[config.mk]
export PLATFORM = sky130hd
export DESIGN_NAME = forward_unit
export DESIGN_NICKNAME = d
export VERILOG_FILES = /design/src/rtl/cpu_pkg.sv /design/src/rtl/fwd_operand_sel.sv /design/src/rtl/forward_unit.sv
export SDC_FILE = /design/constraint.sdc
export NUM_CORES = 1
export LEC_CHECK = 0
export CAP_MARGIN = 20
export CELL_PAD_IN_SITES_DETAIL_PLACEMENT = 2
export CELL_PAD_IN_SITES_GLOBAL_PLACEMENT = 2
export CORE_ASPECT_RATIO = 0.75
export CORE_MARGIN = 1
export CORE_UTILIZATION = 30
export CTS_CLUSTER_SIZE = 8
export DETAILED_ROUTE_END_ITERATION = 12
export HOLD_SLACK_MARGIN = 0.1
export PLACE_DENSITY = 0.95
export SLEW_MARGIN = 10
export SYNTH_ARGS = -nofsm -noshare
export SYNTH_HDL_FRONTEND = slang
export SYNTH_HIERARCHICAL = 1
export SYNTH_SLANG_ARGS = --single-unit
export TNS_END_PERCENT = 30
[constraint.sdc]
create_clock -name clk -period 7.62 [get_ports clk]
set_clock_uncertainty 0.15 [all_clocks]
set_input_delay 1.524 -clock clk [delete_from_list [all_inputs] [get_ports clk]]
set_output_delay 1.524 -clock clk [all_outputs]
set_load 0.01 [all_outputs]
[src/rtl/cpu_pkg.sv]
// Shared forwarding-select encodings and hazard FSM state constants.
package cpu_pkg;

    localparam int unsigned SEL_W = 2;

    typedef logic [SEL_W-1:0] fwd_sel_t;

    localparam fwd_sel_t FWD_EX   = 2'b00;
    localparam fwd_sel_t FWD_WB   = 2'b01;
    localparam fwd_sel_t FWD_MEM  = 2'b10;
    localparam fwd_sel_t FWD_HIST = 2'b11;

    typedef enum logic [1:0] {
        ST_IDLE   = 2'b00,
        ST_BUBBLE = 2'b01,
        ST_HOLD   = 2'b10
    } fsm_state_t;

endpackage

[src/rtl/fwd_operand_sel.sv]
// Bypass source selection for one EX operand: MEM > WB > history (newest first) > regfile.
module fwd_operand_sel
    import cpu_pkg::*;
#(
    parameter int unsigned DATA_W     = 32,
    parameter int unsigned REG_AW     = 5,
    parameter int unsigned HIST_DEPTH = 2
) (
    input  logic [REG_AW-1:0]            rs_addr,
    input  logic [DATA_W-1:0]            rs_data,
    input  logic [REG_AW-1:0]            mem_rd_addr,
    input  logic                         mem_reg_write,
    input  logic                         mem_mem_read,
    input  logic [DATA_W-1:0]            mem_alu_out,
    input  logic [REG_AW-1:0]            wb_rd_addr,
    input  logic                         wb_reg_write,
    input  logic [DATA_W-1:0]            wb_data,
    input  logic [HIST_DEPTH-1:0]        hist_valid,
    input  logic [HIST_DEPTH*REG_AW-1:0] hist_addr,
    input  logic [HIST_DEPTH*DATA_W-1:0] hist_data,
    output fwd_sel_t                     sel_c,
    output logic [DATA_W-1:0]            data_c,
    output logic                         load_err_c
);

    // Lowest priority first so later matches overwrite earlier ones; r0 never forwards.
    always_comb begin
        sel_c      = FWD_EX;
        data_c     = rs_data;
        load_err_c = 1'b0;
        if (rs_addr != '0) begin
            for (int i = int'(HIST_DEPTH) - 1; i >= 0; i--) begin
                if (hist_valid[i] && (hist_addr[i*REG_AW +: REG_AW] == rs_addr)) begin
                    sel_c  = FWD_HIST;
                    data_c = hist_data[i*DATA_W +: DATA_W];
                end
            end
            if (wb_reg_write && (wb_rd_addr == rs_addr)) begin
                sel_c  = FWD_WB;
                data_c = wb_data;
            end
            if (mem_reg_write && (mem_rd_addr == rs_addr)) begin
                sel_c      = FWD_MEM;
                data_c     = mem_alu_out;
                load_err_c = mem_mem_read;
            end
        end
    end

endmodule

[src/rtl/forward_unit.sv]
// Operand forwarding, retired-write history bypass and load-use hazard control.
module forward_unit
    import cpu_pkg::*;
#(
    parameter int unsigned DATA_W     = 32,
    parameter int unsigned REG_AW     = 5,
    parameter int unsigned NUM_SRC    = 2,
    parameter int unsigned HIST_DEPTH = 2
) (
    input  logic                        clk,
    input  logic                        rst,
    input  logic                        stall_in,
    input  logic [NUM_SRC*REG_AW-1:0]   id_rs_addr,
    input  logic [NUM_SRC*REG_AW-1:0]   ex_rs_addr,
    input  logic [NUM_SRC*DATA_W-1:0]   ex_rs_data,
    input  logic [REG_AW-1:0]           ex_rd_addr,
    input  logic                        ex_mem_read,
    input  logic [REG_AW-1:0]           mem_rd_addr,
    input  logic                        mem_reg_write,
    input  logic                        mem_mem_read,
    input  logic [DATA_W-1:0]           mem_alu_out,
    input  logic [REG_AW-1:0]           wb_rd_addr,
    input  logic                        wb_reg_write,
    input  logic [DATA_W-1:0]           wb_data,
    output logic [NUM_SRC*SEL_W-1:0]    fwd_sel,
    output logic [NUM_SRC*DATA_W-1:0]   fwd_data,
    output logic                        hazard_stall,
    output logic                        fwd_err,
    output logic [31:0]                 stall_cnt
);

    logic [HIST_DEPTH-1:0]        hist_valid_q;
    logic [HIST_DEPTH*REG_AW-1:0] hist_addr_q;
    logic [HIST_DEPTH*DATA_W-1:0] hist_data_q;
    logic [NUM_SRC-1:0]           load_err_c;
    logic                         load_use_c;
    logic                         stall_c;
    fsm_state_t                   state_q, state_d;
    fsm_state_t                   held_q, held_d;
    fsm_state_t                   eff_state_c;

    for (genvar g = 0; g < NUM_SRC; g++) begin : g_src
        fwd_operand_sel #(
            .DATA_W     (DATA_W),
            .REG_AW     (REG_AW),
            .HIST_DEPTH (HIST_DEPTH)
        ) u_sel (
            .rs_addr       (ex_rs_addr[g*REG_AW +: REG_AW]),
            .rs_data       (ex_rs_data[g*DATA_W +: DATA_W]),
            .mem_rd_addr   (mem_rd_addr),
            .mem_reg_write (mem_reg_write),
            .mem_mem_read  (mem_mem_read),
            .mem_alu_out   (mem_alu_out),
            .wb_rd_addr    (wb_rd_addr),
            .wb_reg_write  (wb_reg_write),
            .wb_data       (wb_data),
            .hist_valid    (hist_valid_q),
            .hist_addr     (hist_addr_q),
            .hist_data     (hist_data_q),
            .sel_c         (fwd_sel[g*SEL_W +: SEL_W]),
            .data_c        (fwd_data[g*DATA_W +: DATA_W]),
            .load_err_c    (load_err_c[g])
        );
    end

    // History valid bits: newest retired write enters at entry 0, frozen during external stall.
    always_ff @(posedge clk) begin
        if (!rst) begin
            hist_valid_q <= '0;
        end else if (!stall_in) begin
            for (int i = int'(HIST_DEPTH) - 1; i > 0; i--) begin
                hist_valid_q[i] <= hist_valid_q[i-1];
            end
            hist_valid_q[0] <= wb_reg_write && (wb_rd_addr != '0);
        end
    end

    // History payload needs no reset; it is only consumed behind a valid bit.
    always_ff @(posedge clk) begin
        if (!stall_in) begin
            for (int i = int'(HIST_DEPTH) - 1; i > 0; i--) begin
                hist_addr_q[i*REG_AW +: REG_AW] <= hist_addr_q[(i-1)*REG_AW +: REG_AW];
                hist_data_q[i*DATA_W +: DATA_W] <= hist_data_q[(i-1)*DATA_W +: DATA_W];
            end
            hist_addr_q[REG_AW-1:0] <= wb_rd_addr;
            hist_data_q[DATA_W-1:0] <= wb_data;
        end
    end

    always_comb begin
        load_use_c = 1'b0;
        for (int i = 0; i < int'(NUM_SRC); i++) begin
            if (id_rs_addr[i*REG_AW +: REG_AW] == ex_rd_addr) begin
                load_use_c = 1'b1;
            end
        end
        load_use_c = load_use_c && ex_mem_read && (ex_rd_addr != '0);
    end

    always_ff @(posedge clk) begin
        if (!rst) begin
            state_q <= ST_IDLE;
            held_q  <= ST_IDLE;
        end else begin
            state_q <= state_d;
            held_q  <= held_d;
        end
    end

    // Leaving HOLD behaves exactly like the state that was frozen, so a pending load-use stalls on release.
    always_comb begin
        state_d      = state_q;
        held_d       = held_q;
        stall_c      = 1'b0;
        eff_state_c  = (state_q == ST_HOLD) ? held_q : state_q;
        if (stall_in) begin
            if (state_q != ST_HOLD) begin
                state_d = ST_HOLD;
                held_d  = state_q;
            end
        end else begin
            case (eff_state_c)
                ST_IDLE: begin
                    if (load_use_c) begin
                        stall_c = 1'b1;
                        state_d = ST_BUBBLE;
                    end else begin
                        state_d = ST_IDLE;
                    end
                end
                ST_BUBBLE: state_d = ST_IDLE;
                default:   state_d = ST_IDLE;
            endcase
        end
        hazard_stall = stall_c && rst;
    end

    always_ff @(posedge clk) begin
        if (!rst) begin
            fwd_err   <= 1'b0;
            stall_cnt <= 32'd0;
        end else begin
            fwd_err <= fwd_err || (|load_err_c);
            if (hazard_stall || stall_in) begin
                stall_cnt <= stall_cnt + 32'd1;
            end
        end
    end

endmodule
==> impl_results.md <==
* Outcome: finished clean
* Floorplan row count at between 50 and 60
* Layout cells sized above 1 at 0.07325
* Die area at 0.02937 mm2
* Initial Util at 0.3061
* MaxCap Viol Count at 0
* Die Wd at 197.6 um
* Mapped Nets at roughly 1,200
* CP max FO at 33
* Clock transition at path regs at 0.06 ns
* Commonest non-fill, non-tap cell in the layout: clkdlybuf4s50_1
* Routed WL per cell at 28.19 um
* Peak supply drop at between 0.0001 and 0.00015 V
* Max clock buf depth at 2
* Crit path capture type: output port
* RSZ-0062 raised after global routing: false
* DRT antenna net count at 0
* Library cells used by synthesis at 59
* CP max stage cell: xnor2_1
* Max H-tree Level at 4
* Initial antenna violation count at 3
* Area of the multi-input gates at 0.005042 mm2
* Port bufs at 271
* Final TNS setup at 0 ns
* Leakage Power at about 4 nW
* Crit path arrival time at 5.22 ns
* Global-route wire length before repair at between 60 and 70 mm
* Placement Cell Area at 0.01145 mm2
* Root buf cell: clkbuf_16
* Worst hold slack at ~0.32 ns
* Crit-path cells: clkdlybuf4s50_1 -> xnor2_1 -> and2_1 -> buf_4 -> nand2_2 -> a211oi_1 -> o22ai_1 -> clkdlybuf4s50_1
* Most frequent cells in the layout: clkdlybuf4s50_1 (271), or3_1 (112), a21oi_1 (96)
* Flop2flop setup slack at ~5.0 ns
* Hold Violations, Final at 0
* Final HPWL from detailed placement at ~31 mm
* Gpl congestion at 0.9032
* CTS tree: built
* R2R depth at 5
* Via Count at 10,393
* # nets final at 1,373
* Cts hold-fix bufs at 0
* Fin area at about 0.012 mm2
* GR Overflow Total at 0
* Post-CTS setup buffers at 0
* Worst setup SP type: input port
* Storage element area at between 0.003 and 0.004 mm2
* CTS Buf Count at 17
* Crit path to: fwd_data[29]
* Crit. Startpoint: ex_rs_addr[2]
* Crit-path max cell delay at between 0.6 and 0.7 ns
* # setup viols final at 0
* Number of global-route vias before repair at approximately 11,000
* Clk sinks at 113
* Fmax at between 100 and 150 MHz
* Placeable Area at ~0.028 mm2
* Skew-Pair Late Insertion Delay at about 0.43 ns
* Reg2Reg Launch Point: stall_cnt[3]$_SDFFE_PN0P_
* Post-synthesis area per instance at just under 9 um2
* Fillers at 3,104
* R2r endpoint: stall_cnt[24]$_SDFFE_PN0P_
* Crit path top cell by count: clkdlybuf4s50_1
* Synth Warn # at 6
* Sequential cell area fraction in the yosys report at 0.3489
* Ranking of synthesized cells by area: edfxtp_1 (26%), dfxtp_1 (9.1%), or3_1 (8.1%)
* Synth area leader: edfxtp_1
* Tcrit/Tclk final at 0.9047
* WL final at roughly 45 mm
* Router iterations before antenna repair at 5
* Hold WC Path Type: reg -> reg
* Crit Path Class: in -> out
* Drt initial violations at 1,024
* Critical path data required time at 5.95 ns
* Final Worst Setup Slack at approximately 0.73 ns
* DIE HEIGHT at 148.7 um
* Synth top area share at 0.2582
* Ports at ~270
* Least-Margin Pin Slew at about 1.2 ns
* Largest net degree at the start of global routing at 77
* Post-Place Setup Slack at between 0.8 and 0.9 ns
* Area Overhead vs Synth at 39.79%
* Post-synthesis instance total at 989
* Drc violations at 0
* Total GRT Usage at 0.3027
* Min Clock Period, post-route at 6.894 ns
* Worst slew margin at 0.2290
* Post-synthesis cell area at between 0.008 and 0.009 mm2
* Slew Limit Fails at 0
* Routed vias/inst at roughly 6.5
* Pwr/cell area at between 150 and 200 mW/mm2
* #FFs+latches synth at ~110
* Post-cts resize count at 0
-- cell type report --
class | instances | area share
Clock inverter | 11 | 0.006136
Tap cell | 385 | 0.04004
Multi-Input combinational cell | 767 | 0.4191
Timing Repair Buffer | 296 | 0.2417
Clock buffer | 21 | 0.04046
Antenna cell | 3 | 0.0006240
Sequential cell | 113 | 0.2496
Inverter | 7 | 0.002288
-- cells by family (layout without fill, tap and decap cells) --
kind of cell | count (synthesis) | in the layout | share of synthesized area
flip-flops | 113 | 113 | 0.3489
adder cells (fa/ha/maj) | 1 | 1 | 0.001454
other | 0 | 3 | 0
AO/OA/AOI/OAI | 402 | 402 | 0.3103
XOR/XNOR | 52 | 52 | 0.05292
AND/OR/NAND/NOR | 311 | 311 | 0.2192
buffers and inverters | 109 | 335 | 0.06601
multiplexers | 1 | 1 | 0.001163
-- power by group --
group / total (mW) / switching [mW] / internal, mW
sequential: 0.719 / 0.0274 / 0.691
combinational: 0.418 / 0.220 / 0.198
clock: 0.789 / 0.330 / 0.459
total: 1.93 / 0.577 / 1.35
-- registers in the layout (all words and copies together), names as in the netlist --
| register | flops |
|---|---|
| hist_data_q | 64 |
| hist_addr_q | 10 |
| held_q | 2 |
| hist_valid_q | 2 |
| fwd_err | 1 |
| state_q | 2 |
| stall_cnt | 32 |
-- synthesized netlist by cell type, drive strengths merged --
cell type / n
o21a: 10
nand4: 13
nand2b: 1
a31oi: 2
nand3: 29
o221ai: 8
o22ai: 64
or4: 17
a21o: 8
nor4: 5
inv: 6
a22oi: 2
a211oi: 48
and3: 59
o211ai: 2
a311oi: 6
and4: 3
edfxtp: 74
a21oi: 96
nor4b: 2
a31o: 2
nor3: 11
a22o: 2
xnor2: 25
clkbuf: 54
clkinv: 1
or3: 112
nor2: 21
o22a: 6
or2: 5
ha: 1
dfxtp: 39
nand2: 27
a21boi: 8
and2: 6
a2111oi: 2
o2111ai: 48
xor2: 27
o31ai: 13
buf: 48
o21ai: 71
mux2i: 1
a211o: 2
o31a: 2
-- how the worst min path moves through the flow --
stage                              startpoint  slack, ns  cells after the start                        end
finish              hist_data_q[17]$_DFFE_PN_       0.32                      0  hist_data_q[49]$_DFFE_PN_
global route        hist_data_q[15]$_DFFE_PN_       0.34                      0  hist_data_q[47]$_DFFE_PN_
CTS                 hist_data_q[28]$_DFFE_PN_       0.32                      0  hist_data_q[60]$_DFFE_PN_
detailed placement  hist_data_q[28]$_DFFE_PN_       0.31                      0  hist_data_q[60]$_DFFE_PN_
global placement     hist_data_q[5]$_DFFE_PN_       0.29                      0  hist_data_q[37]$_DFFE_PN_
floorplan            hist_data_q[2]$_DFFE_PN_       0.29                      0  hist_data_q[34]$_DFFE_PN_
-- per-stage QoR --
| stage | util | total power [mW] | instances |
|---|---|---|---|
| global route | 0.4279 | 1.975 | 1603 |
| floorplan | - | 0.8811 | 989 |
| finish | 0.4279 | 1.925 | 1603 |
| CTS | 0.4271 | 1.926 | 1599 |
| global placement | 0.4071 | 1.114 | 1567 |
| detailed placement | 0.4071 | 1.130 | 1567 |
-- metal layers --
layer | up-vias | track usage | wire (um)
met5 | - | 0 | 0
met4 | 0 | 0.1337 | 1260
met3 | 96 | 0.05442 | 3881
met2 | 635 | 0.4769 | 21100
met1 | 5280 | 0.4046 | 18950
li1 | 4382 | - | -
-- critical path, delay by kind of cell --
family          cells  cell delay, ns
simple gates        2            0.77
xor+xnor            1            0.65
compound gates      2            0.75
buf+inv             3            1.51
Power figures use the tool's default switching activity.
